File: src/rtl/wrapper_ahb_pkg.sv
// rtl/wrapper_ahb_pkg.sv - AHB encodings, initiator FSM state type and byte-swap helper
// Purpose: shared definitions for the wrapper AHB packet initiator slice.
// Contents: HTRANS/HSIZE/HRESP encodings, init_state_t, bswap32().
package wrapper_ahb_pkg;

  localparam logic [1:0] HTRANS_IDLE   = 2'b00;
  localparam logic [1:0] HTRANS_NONSEQ = 2'b10;
  localparam logic [2:0] HSIZE_WORD    = 3'b010;
  localparam logic       HRESP_ERROR   = 1'b1;

  typedef enum logic [2:0] {
    IDLE,
    WR_ADDR,
    WR_DATA,
    RD_ADDR,
    RD_DATA,
    OUT_HOLD,
    ERR
  } init_state_t;

  function automatic logic [31:0] bswap32(input logic [31:0] w);
    return {w[7:0], w[15:8], w[23:16], w[31:24]};
  endfunction

endpackage

File: src/rtl/wrapper_ahb_packet_initiator_if.sv
// rtl/wrapper_ahb_packet_initiator_if.sv - AHB-Lite manager bus bundle
// Purpose: groups the AHB-Lite manager signals of the packet initiator.
// Signals: HADDRM, HTRANSM, HSIZEM, HWRITEM, HWDATAM (manager -> target);
//          HREADYM, HRESPM, HRDATAM (target -> manager).
// Modports: master (initiator side), slave (target side).
interface wrapper_ahb_packet_initiator_if #(
  parameter int ADDRWIDTH = 12
);

  logic [ADDRWIDTH-1:0] HADDRM;
  logic [1:0]           HTRANSM;
  logic [2:0]           HSIZEM;
  logic                 HWRITEM;
  logic [31:0]          HWDATAM;
  logic                 HREADYM;
  logic                 HRESPM;
  logic [31:0]          HRDATAM;

  modport master (
    output HADDRM, HTRANSM, HSIZEM, HWRITEM, HWDATAM,
    input  HREADYM, HRESPM, HRDATAM
  );

  modport slave (
    input  HADDRM, HTRANSM, HSIZEM, HWRITEM, HWDATAM,
    output HREADYM, HRESPM, HRDATAM
  );

endinterface

File: src/rtl/wrapper_packet_word_shifter.sv
// rtl/wrapper_packet_word_shifter.sv - packet register with 32-bit MS-first word shifting
// Purpose: holds a packet; load replaces it, shift moves it one word towards the
//          MS end and inserts shift_in at the LS word.
// Ports: clk, resetn (sync, active low), load/load_data, shift/shift_in,
//        data (whole register), ms_word (current MS word).
module wrapper_packet_word_shifter #(
  parameter int WIDTH = 512
) (
  input  logic             clk,
  input  logic             resetn,
  input  logic             load,
  input  logic [WIDTH-1:0] load_data,
  input  logic             shift,
  input  logic [31:0]      shift_in,
  output logic [WIDTH-1:0] data,
  output logic [31:0]      ms_word
);

  always_ff @(posedge clk) begin
    if (!resetn) begin
      data <= '0;
    end else if (load) begin
      data <= load_data;
    end else if (shift) begin
      // Shift-then-OR keeps this legal for a single-word (WIDTH == 32) packet.
      data <= (data << 32) | WIDTH'(shift_in);
    end
  end

  assign ms_word = data[WIDTH-1 -: 32];

endmodule

File: src/rtl/wrapper_ahb_packet_initiator.sv
// rtl/wrapper_ahb_packet_initiator.sv - AHB-Lite manager moving packets to/from an accelerator wrapper
// Purpose: serialises input packets into 32-bit AHB writes to the input-port
//          region and assembles 32-bit AHB reads from the output-port region
//          into output packets, paced by in_data_req/out_data_req.
// Ports: HCLK, HRESETn (sync, active low); ahb (manager modport);
//        in_packet/in_packet_last/in_packet_valid/in_packet_ready;
//        out_packet/out_packet_valid/out_packet_ready;
//        in_data_req, out_data_req; bus_error (sticky).
// Build option: WRAPPER_AHB_INIT_BYTESWAP_EN reverses bytes within every word
//               on HWDATAM and HRDATAM.
module wrapper_ahb_packet_initiator
  import wrapper_ahb_pkg::*;
#(
  parameter int ADDRWIDTH      = 12,
  parameter int INPACKETWIDTH  = 512,
  parameter int OUTPACKETWIDTH = 256,
  parameter int INPORTADDR     = 'h000,
  parameter int OUTPORTADDR    = 'h800
) (
  input  logic                          HCLK,
  input  logic                          HRESETn,
  wrapper_ahb_packet_initiator_if.master ahb,
  input  logic [INPACKETWIDTH-1:0]      in_packet,
  input  logic                          in_packet_last,
  input  logic                          in_packet_valid,
  output logic                          in_packet_ready,
  output logic [OUTPACKETWIDTH-1:0]     out_packet,
  output logic                          out_packet_valid,
  input  logic                          out_packet_ready,
  input  logic                          in_data_req,
  input  logic                          out_data_req,
  output logic                          bus_error
);

  localparam int WORDS_IN  = INPACKETWIDTH / 32;
  localparam int WORDS_OUT = OUTPACKETWIDTH / 32;
  localparam int WORDS_MAX = (WORDS_IN > WORDS_OUT) ? WORDS_IN : WORDS_OUT;
  localparam int CNT_W     = (WORDS_MAX > 1) ? $clog2(WORDS_MAX) : 1;
  // Last packet of a message lands in the top packet slot of the input region.
  localparam int LAST_BASE = OUTPORTADDR - INPACKETWIDTH / 8;

  init_state_t          state;
  logic [CNT_W-1:0]     word_cnt;
  logic [CNT_W-1:0]     cnt_next;
  logic                 last_q;
  logic                 wr_load;
  logic                 wr_shift;
  logic                 rd_shift;
  logic                 beat_ok;
  logic [31:0]          wr_word;
  logic [31:0]          rd_word_in;
  logic [INPACKETWIDTH-1:0] wr_data_unused;
  logic [31:0]          rd_ms_unused;

  function automatic logic [31:0] fix_word(input logic [31:0] w);
`ifdef WRAPPER_AHB_INIT_BYTESWAP_EN
    return bswap32(w);
`else
    return w;
`endif
  endfunction

  function automatic logic [ADDRWIDTH-1:0] wr_addr(input logic last, input logic [CNT_W-1:0] idx);
    int base;
    base = last ? LAST_BASE : INPORTADDR;
    return ADDRWIDTH'(base + 4 * int'(idx));
  endfunction

  function automatic logic [ADDRWIDTH-1:0] rd_addr(input logic [CNT_W-1:0] idx);
    return ADDRWIDTH'(OUTPORTADDR + 4 * int'(idx));
  endfunction

  assign cnt_next   = word_cnt + 1'b1;
  assign beat_ok    = ahb.HREADYM && (ahb.HRESPM != HRESP_ERROR);
  // Must mirror the IDLE write-arbitration branch below so the packet is
  // captured on the same edge as the accept pulse.
  assign wr_load    = (state == IDLE) && in_packet_valid && in_data_req;
  assign wr_shift   = (state == WR_DATA) && beat_ok;
  assign rd_shift   = (state == RD_DATA) && beat_ok;
  assign rd_word_in = fix_word(ahb.HRDATAM);
  assign ahb.HSIZEM = HSIZE_WORD;

  wrapper_packet_word_shifter #(.WIDTH(INPACKETWIDTH)) u_wr_shifter (
    .clk       (HCLK),
    .resetn    (HRESETn),
    .load      (wr_load),
    .load_data (in_packet),
    .shift     (wr_shift),
    .shift_in  (32'h0),
    .data      (wr_data_unused),
    .ms_word   (wr_word)
  );

  // out_packet only moves during RD_DATA, so it is stable throughout OUT_HOLD.
  wrapper_packet_word_shifter #(.WIDTH(OUTPACKETWIDTH)) u_rd_shifter (
    .clk       (HCLK),
    .resetn    (HRESETn),
    .load      (1'b0),
    .load_data ({OUTPACKETWIDTH{1'b0}}),
    .shift     (rd_shift),
    .shift_in  (rd_word_in),
    .data      (out_packet),
    .ms_word   (rd_ms_unused)
  );

  // Address-phase outputs are set on the edge entering *_ADDR, so HTRANSM is
  // NONSEQ for exactly the *_ADDR cycle and IDLE during every data phase.
  always_ff @(posedge HCLK) begin
    if (!HRESETn) begin
      state            <= IDLE;
      ahb.HTRANSM      <= HTRANS_IDLE;
      ahb.HADDRM       <= '0;
      ahb.HWRITEM      <= 1'b0;
      ahb.HWDATAM      <= '0;
      in_packet_ready  <= 1'b0;
      out_packet_valid <= 1'b0;
      bus_error        <= 1'b0;
      word_cnt         <= '0;
      last_q           <= 1'b0;
    end else begin
      in_packet_ready <= 1'b0;
      unique case (state)
        IDLE: begin
          if (wr_load) begin
            in_packet_ready <= 1'b1;
            last_q          <= in_packet_last;
            word_cnt        <= '0;
            ahb.HTRANSM     <= HTRANS_NONSEQ;
            ahb.HADDRM      <= wr_addr(in_packet_last, {CNT_W{1'b0}});
            ahb.HWRITEM     <= 1'b1;
            state           <= WR_ADDR;
          end else if (out_data_req && !out_packet_valid) begin
            word_cnt    <= '0;
            ahb.HTRANSM <= HTRANS_NONSEQ;
            ahb.HADDRM  <= rd_addr({CNT_W{1'b0}});
            ahb.HWRITEM <= 1'b0;
            state       <= RD_ADDR;
          end
        end
        WR_ADDR: begin
          ahb.HTRANSM <= HTRANS_IDLE;
          ahb.HWDATAM <= fix_word(wr_word);
          state       <= WR_DATA;
        end
        WR_DATA: begin
          if (ahb.HREADYM) begin
            if (ahb.HRESPM == HRESP_ERROR) begin
              bus_error <= 1'b1;
              state     <= ERR;
            end else if (word_cnt == CNT_W'(WORDS_IN - 1)) begin
              state <= IDLE;
            end else begin
              word_cnt    <= cnt_next;
              ahb.HTRANSM <= HTRANS_NONSEQ;
              ahb.HADDRM  <= wr_addr(last_q, cnt_next);
              state       <= WR_ADDR;
            end
          end
        end
        RD_ADDR: begin
          ahb.HTRANSM <= HTRANS_IDLE;
          state       <= RD_DATA;
        end
        RD_DATA: begin
          if (ahb.HREADYM) begin
            if (ahb.HRESPM == HRESP_ERROR) begin
              bus_error <= 1'b1;
              state     <= ERR;
            end else if (word_cnt == CNT_W'(WORDS_OUT - 1)) begin
              out_packet_valid <= 1'b1;
              state            <= OUT_HOLD;
            end else begin
              word_cnt    <= cnt_next;
              ahb.HTRANSM <= HTRANS_NONSEQ;
              ahb.HADDRM  <= rd_addr(cnt_next);
              state       <= RD_ADDR;
            end
          end
        end
        OUT_HOLD: begin
          if (out_packet_ready) begin
            out_packet_valid <= 1'b0;
            state            <= IDLE;
          end
        end
        ERR: begin
          state <= ERR;
        end
        default: begin
          state <= ERR;
        end
      endcase
    end
  end

endmodule

File: src/flat_wrapper.sv
// flat-port wrapper written by rule: the top's interface ports become plain ports
module wrapper_ahb_packet_initiator_flat import wrapper_ahb_pkg::*;
#(
  parameter int ADDRWIDTH      = 12,
  parameter int INPACKETWIDTH  = 512,
  parameter int OUTPACKETWIDTH = 256,
  parameter int INPORTADDR     = 'h000,
  parameter int OUTPORTADDR    = 'h800
)
  (HCLK, HRESETn, in_packet, in_packet_last, in_packet_valid, in_packet_ready, out_packet, out_packet_valid, out_packet_ready, in_data_req, out_data_req, bus_error, ahb_HADDRM, ahb_HTRANSM, ahb_HSIZEM, ahb_HWRITEM, ahb_HWDATAM, ahb_HREADYM, ahb_HRESPM, ahb_HRDATAM);
  wrapper_ahb_packet_initiator_if #(.ADDRWIDTH(ADDRWIDTH)) ahb_i ();
  input  logic HCLK;
  input  logic HRESETn;
  input  logic [INPACKETWIDTH-1:0] in_packet;
  input  logic in_packet_last;
  input  logic in_packet_valid;
  output logic in_packet_ready;
  output logic [OUTPACKETWIDTH-1:0] out_packet;
  output logic out_packet_valid;
  input  logic out_packet_ready;
  input  logic in_data_req;
  input  logic out_data_req;
  output logic bus_error;
  output wire logic [$bits(ahb_i.HADDRM)-1:0] ahb_HADDRM;
  output wire logic [$bits(ahb_i.HTRANSM)-1:0] ahb_HTRANSM;
  output wire logic [$bits(ahb_i.HSIZEM)-1:0] ahb_HSIZEM;
  output wire logic [$bits(ahb_i.HWRITEM)-1:0] ahb_HWRITEM;
  output wire logic [$bits(ahb_i.HWDATAM)-1:0] ahb_HWDATAM;
  input wire logic [$bits(ahb_i.HREADYM)-1:0] ahb_HREADYM;
  input wire logic [$bits(ahb_i.HRESPM)-1:0] ahb_HRESPM;
  input wire logic [$bits(ahb_i.HRDATAM)-1:0] ahb_HRDATAM;
  assign ahb_HADDRM = ahb_i.HADDRM;
  assign ahb_HTRANSM = ahb_i.HTRANSM;
  assign ahb_HSIZEM = ahb_i.HSIZEM;
  assign ahb_HWRITEM = ahb_i.HWRITEM;
  assign ahb_HWDATAM = ahb_i.HWDATAM;
  assign ahb_i.HREADYM = ahb_HREADYM;
  assign ahb_i.HRESPM = ahb_HRESPM;
  assign ahb_i.HRDATAM = ahb_HRDATAM;
  wrapper_ahb_packet_initiator #(.ADDRWIDTH(ADDRWIDTH), .INPACKETWIDTH(INPACKETWIDTH), .OUTPACKETWIDTH(OUTPACKETWIDTH), .INPORTADDR(INPORTADDR), .OUTPORTADDR(OUTPORTADDR)) u_core (.HCLK(HCLK), .HRESETn(HRESETn), .ahb(ahb_i), .in_packet(in_packet), .in_packet_last(in_packet_last), .in_packet_valid(in_packet_valid), .in_packet_ready(in_packet_ready), .out_packet(out_packet), .out_packet_valid(out_packet_valid), .out_packet_ready(out_packet_ready), .in_data_req(in_data_req), .out_data_req(out_data_req), .bus_error(bus_error));
endmodule
File: config.mk
export PLATFORM = sky130hd
export DESIGN_NAME = wrapper_ahb_packet_initiator_flat
export DESIGN_NICKNAME = d
export VERILOG_FILES = /design/src/rtl/wrapper_ahb_pkg.sv /design/src/rtl/wrapper_ahb_packet_initiator_if.sv /design/src/rtl/wrapper_packet_word_shifter.sv /design/src/rtl/wrapper_ahb_packet_initiator.sv /design/src/flat_wrapper.sv
export SDC_FILE = /design/constraint.sdc
export NUM_CORES = 2
export LEC_CHECK = 0
export ABC_AREA = 1
export CORE_AREA = 2 2 338 340
export CTS_BUF_LIST = sky130_fd_sc_hd__clkbuf_8 sky130_fd_sc_hd__clkbuf_16
export DETAILED_ROUTE_END_ITERATION = 10
export DIE_AREA = 0 0 340 342
export GPL_TIMING_DRIVEN = 0
export PLACE_DENSITY = 0.57
export REMOVE_ABC_BUFFERS = 1
export SETUP_SLACK_MARGIN = 0.4
export SYNTH_ARGS = -nofsm -noshare
export SYNTH_HDL_FRONTEND = slang
export SYNTH_SLANG_ARGS = --single-unit
File: constraint.sdc
create_clock -name HCLK -period 2.2 [get_ports HCLK]
set_input_delay 0.44 -clock HCLK [delete_from_list [all_inputs] [get_ports HCLK]]
set_output_delay 0.44 -clock HCLK [all_outputs]
set_load 0.01 [all_outputs]
==> flow_metrics.tcl <==
set metrics [dict create \
    r2r-end "u_core.u_wr_shifter.data[287]$_SDFFE_PN0P_" \
    cts_sinks 819 \
    p_leak_nw 18.9 \
    synth_edf_count 0 \
    final_util 0.425 \
    yosysWarnings 0 \
    cts.htree.levels 3 \
    holdPathEnd "u_core.u_rd_shifter.data[233]$_SDFFE_PN0P_" \
    worst_pin_slew_ns 0.778 \
    fin_nets 5568 \
    power_mw 54.3 \
    die_h_um 342 \
    cts_tree "yes" \
    p_clk_frac 0.308 \
    ir_worst_vdd_mv 0.800 \
    clk_pin_slew_ns 0.06 \
    wl_per_cell_um 22.9 \
    grt_pass1_wl_um 210000 \
    reg2reg_depth 9 \
    ant_nets 0 \
    cp-startpoint "u_core.state[0]$_SDFFE_PN0P_" \
    p_switching_mw 18.7 \
    layout_commonest_cell "dfxtp_1" \
    area_growth_pct 49.0 \
    synth_area_leaders "dfxtp_1, o21ai_1, o21ai_0" \
    gp_congestion 0.835 \
    power_density_nw_per_um2 1130 \
    vias 33747 \
    antenna_found_initial 53 \
    fin_ws_ns 0.0729 \
    root_buffer "clkbuf_16" \
    die_w_um 340 \
    grt_usage 0.238 \
    mostFrequentLayoutCells "dfxtp_1, clkdlybuf4s50_1, o21ai_1" \
    synthDistinctLibCells 37 \
    cp-end-kind "flip-flop" \
    insertion_delay_ns 0.69 \
    n_fill_cell 11326 \
    ios 862 \
    intPower_mw 35.6 \
    dp_slack_ns -2.16 \
    numPortBuffers 855 \
    ys_seq_area_frac 0.508 \
    crit_slowest_cell "o21ai_0" \
    synth.ff_latch_count 819 \
    synthDominantCellAreaShare 0.508 \
    rows 124 \
    worstPathArrival_ns 2.73 \
    coreArea_sq_um 113000 \
    setup_viol 0 \
    setup_tns_ns 0 \
    drv_cap 0 \
    via_per_inst 5.08 \
    rsz0062_at_grt "yes" \
    r2r_slack_ns 0.07 \
    dieArea_sq_um 116000 \
    min_path_cells 3 \
    sw_frac_of_total 0.344 \
    firstDrtPassIters 8 \
    cp_slowest_stage_delay_ns 0.46 \
    first_global_vias 30762 \
    synthCells 4233 \
    min_from "HRESETn" \
    r2r_start "u_core.state[0]$_SDFFE_PN0P_" \
    crit_top_cell "buf_12" \
    netlist_area_sq_um 32300 \
    finalCritPeriodShare 0.967 \
    cts_made_buffers 95 \
    yosysTopAreaCell "dfxtp_1" \
    synthFlopType "dfxtp_1" \
    drt-initial-drc-count 2815 \
    grt_overflow 0 \
    cp_max_fo 103 \
    fmax_ghz 0.470 \
    path_cells "nor2_4 > nand2_4 > nor2_8 > buf_12 > inv_16 > buf_12 > buf_16 > o21ai_0 > a21oi_1" \
    fin_crit_ns 2.13 \
    comb_power_share 0.329 \
    postSynthAreaPerCell_sq_um 7.63 \
    whs_ns 0.211 \
    place_hpwl_um 78900 \
    route.detailed.drc 0 \
    synthArstFlopShare 0 \
    worst_ep_required_time_ns 2.81 \
    status "finished, final reports clean" \
    clockBufferDepth 3 \
    slew_viol_final 0 \
    layout-drive-gt1-share 0.0945 \
    crit_type "flip-flop to flip-flop" \
    p_seq_frac 0.363 \
    finalClockSkew_ns 0.0215 \
    slew_headroom 0.476 \
    hold_class "input pin to flip-flop" \
    wl_um 152000 \
    startpoint_type "flip-flop" \
    hold_violations 0 \
    start_util 0.286 \
    grt_max_degree 156 \
]
-- critical path: cells and delay by family, from the launching register on --
kind / cells / cell delay, ns
DFF: 1 / 0.42
and+or+nand+nor: 3 / 0.19
buffers and inverters: 4 / 0.57
AOI/OAI and AO/OA: 2 / 0.71
-- power by group through the flow --
stage	Sequential, mW	Clock [mW]	Combinational, mW
2_1_floorplan	19.8	0	7.50
3_3_place_gp	19.9	0	14.2
3_5_place_dp	19.9	0	12.8
4_1_cts	19.6	17.1	16.1
5_1_grt	20.1	17.7	19.3
6_report	19.7	16.8	17.8
-- kinds of logic (layout without fill, tap and decap cells) --
| kind of cell | after synthesis | after routing | synth area share |
|---|---|---|---|
| other cells | 2 | 46 | 0.000233 |
| xor+xnor | 1 | 1 | 0.000271 |
| simple gates | 1234 | 1246 | 0.151 |
| fa+ha+maj | 1 | 1 | 0.000387 |
| flops | 819 | 819 | 0.508 |
| buf+inv | 408 | 1251 | 0.0656 |
| compound gates | 1768 | 1768 | 0.275 |
-- synth_stat cells, types with 2 or more instances --
master / n
or2_2: 35
nand3_1: 57
inv_2: 3
a31oi_1: 2
o21ai_0: 580
nand2_1: 589
buf_4: 34
dfxtp_1: 819
nand2_4: 3
inv_1: 17
buf_6: 31
clkbuf_2: 2
clkbuf_1: 173
nor2_1: 536
o211ai_1: 3
nor2_2: 2
buf_1: 2
nor3_1: 2
nor2_4: 2
conb_1: 2
buf_8: 2
o21ai_1: 627
buf_2: 142
nand4_1: 3
a21oi_1: 553
-- layer usage --
| metal | track usage | wire [um] | vias up |
|---|---|---|---|
| li1 | - | - | 16051 |
| met1 | 0.306 | 64500 | 16206 |
| met2 | 0.390 | 71700 | 1238 |
| met3 | 0.0468 | 10500 | 238 |
| met4 | 0.0977 | 5140 | 14 |
| met5 | 0 | 98 | - |
-- final cells by class --
cell class / count / area, sq um / area share
Inverter: 21 / 136 / 0.00283
Clock buffer: 118 / 2710 / 0.0562
Tap cell: 1512 / 1890 / 0.0393
Timing Repair inverter: 7 / 72.6 / 0.00151
Timing Repair Buffer: 1048 / 12000 / 0.249
Clock inverter: 57 / 597 / 0.0124
Antenna cell: 40 / 100 / 0.00208
Multi-Input combinational cell: 3022 / 14200 / 0.296
Sequential cell: 819 / 16400 / 0.341
-- flip-flops by register name, indices dropped and copies added, names as in the netlist, 3 cells and up --
name	cells
u_core.ahb.HWDATAM	32
u_core.state	3
u_core.u_wr_shifter.data	512
u_core.u_rd_shifter.data	256
u_core.ahb.HADDRM	6
u_core.word_cnt	4
-- metrics by stage --
stage / cell area [sq um] / cells
5_1_grt: 48100 / 6642
2_1_floorplan: 30300 / 3850
4_1_cts: 46900 / 6553
6_report: 48100 / 6644
3_5_place_dp: 41500 / 6245
3_3_place_gp: 40700 / 6217
-- repair_timing --
action | CTS | global route
pin swaps | 10 | 17
setup buffers | 71 | 22
hold endpoints to repair | 0 | 0
gates resized for setup | 271 | 78
cloned | 62 | 29
endpoints found under the setup margin | 1121 | 1098
hold buffers | 0 | 0
-- worst max-delay path by stage --
stage	endpoint	slack, ns
4_1_cts	u_core.u_wr_shifter.data[511]$_SDFFE_PN0P_	0.12
6_report	u_core.u_wr_shifter.data[287]$_SDFFE_PN0P_	0.07
3_5_place_dp	u_core.u_wr_shifter.data[323]$_SDFFE_PN0P_	-2.16
2_1_floorplan	u_core.u_wr_shifter.data[505]$_SDFFE_PN0P_	-5.91
5_1_grt	u_core.u_wr_shifter.data[413]$_SDFFE_PN0P_	0.06
3_3_place_gp	u_core.ahb.HWRITEM$_SDFFE_PN0P_	-32.16
Power figures use the tool's default switching activity.
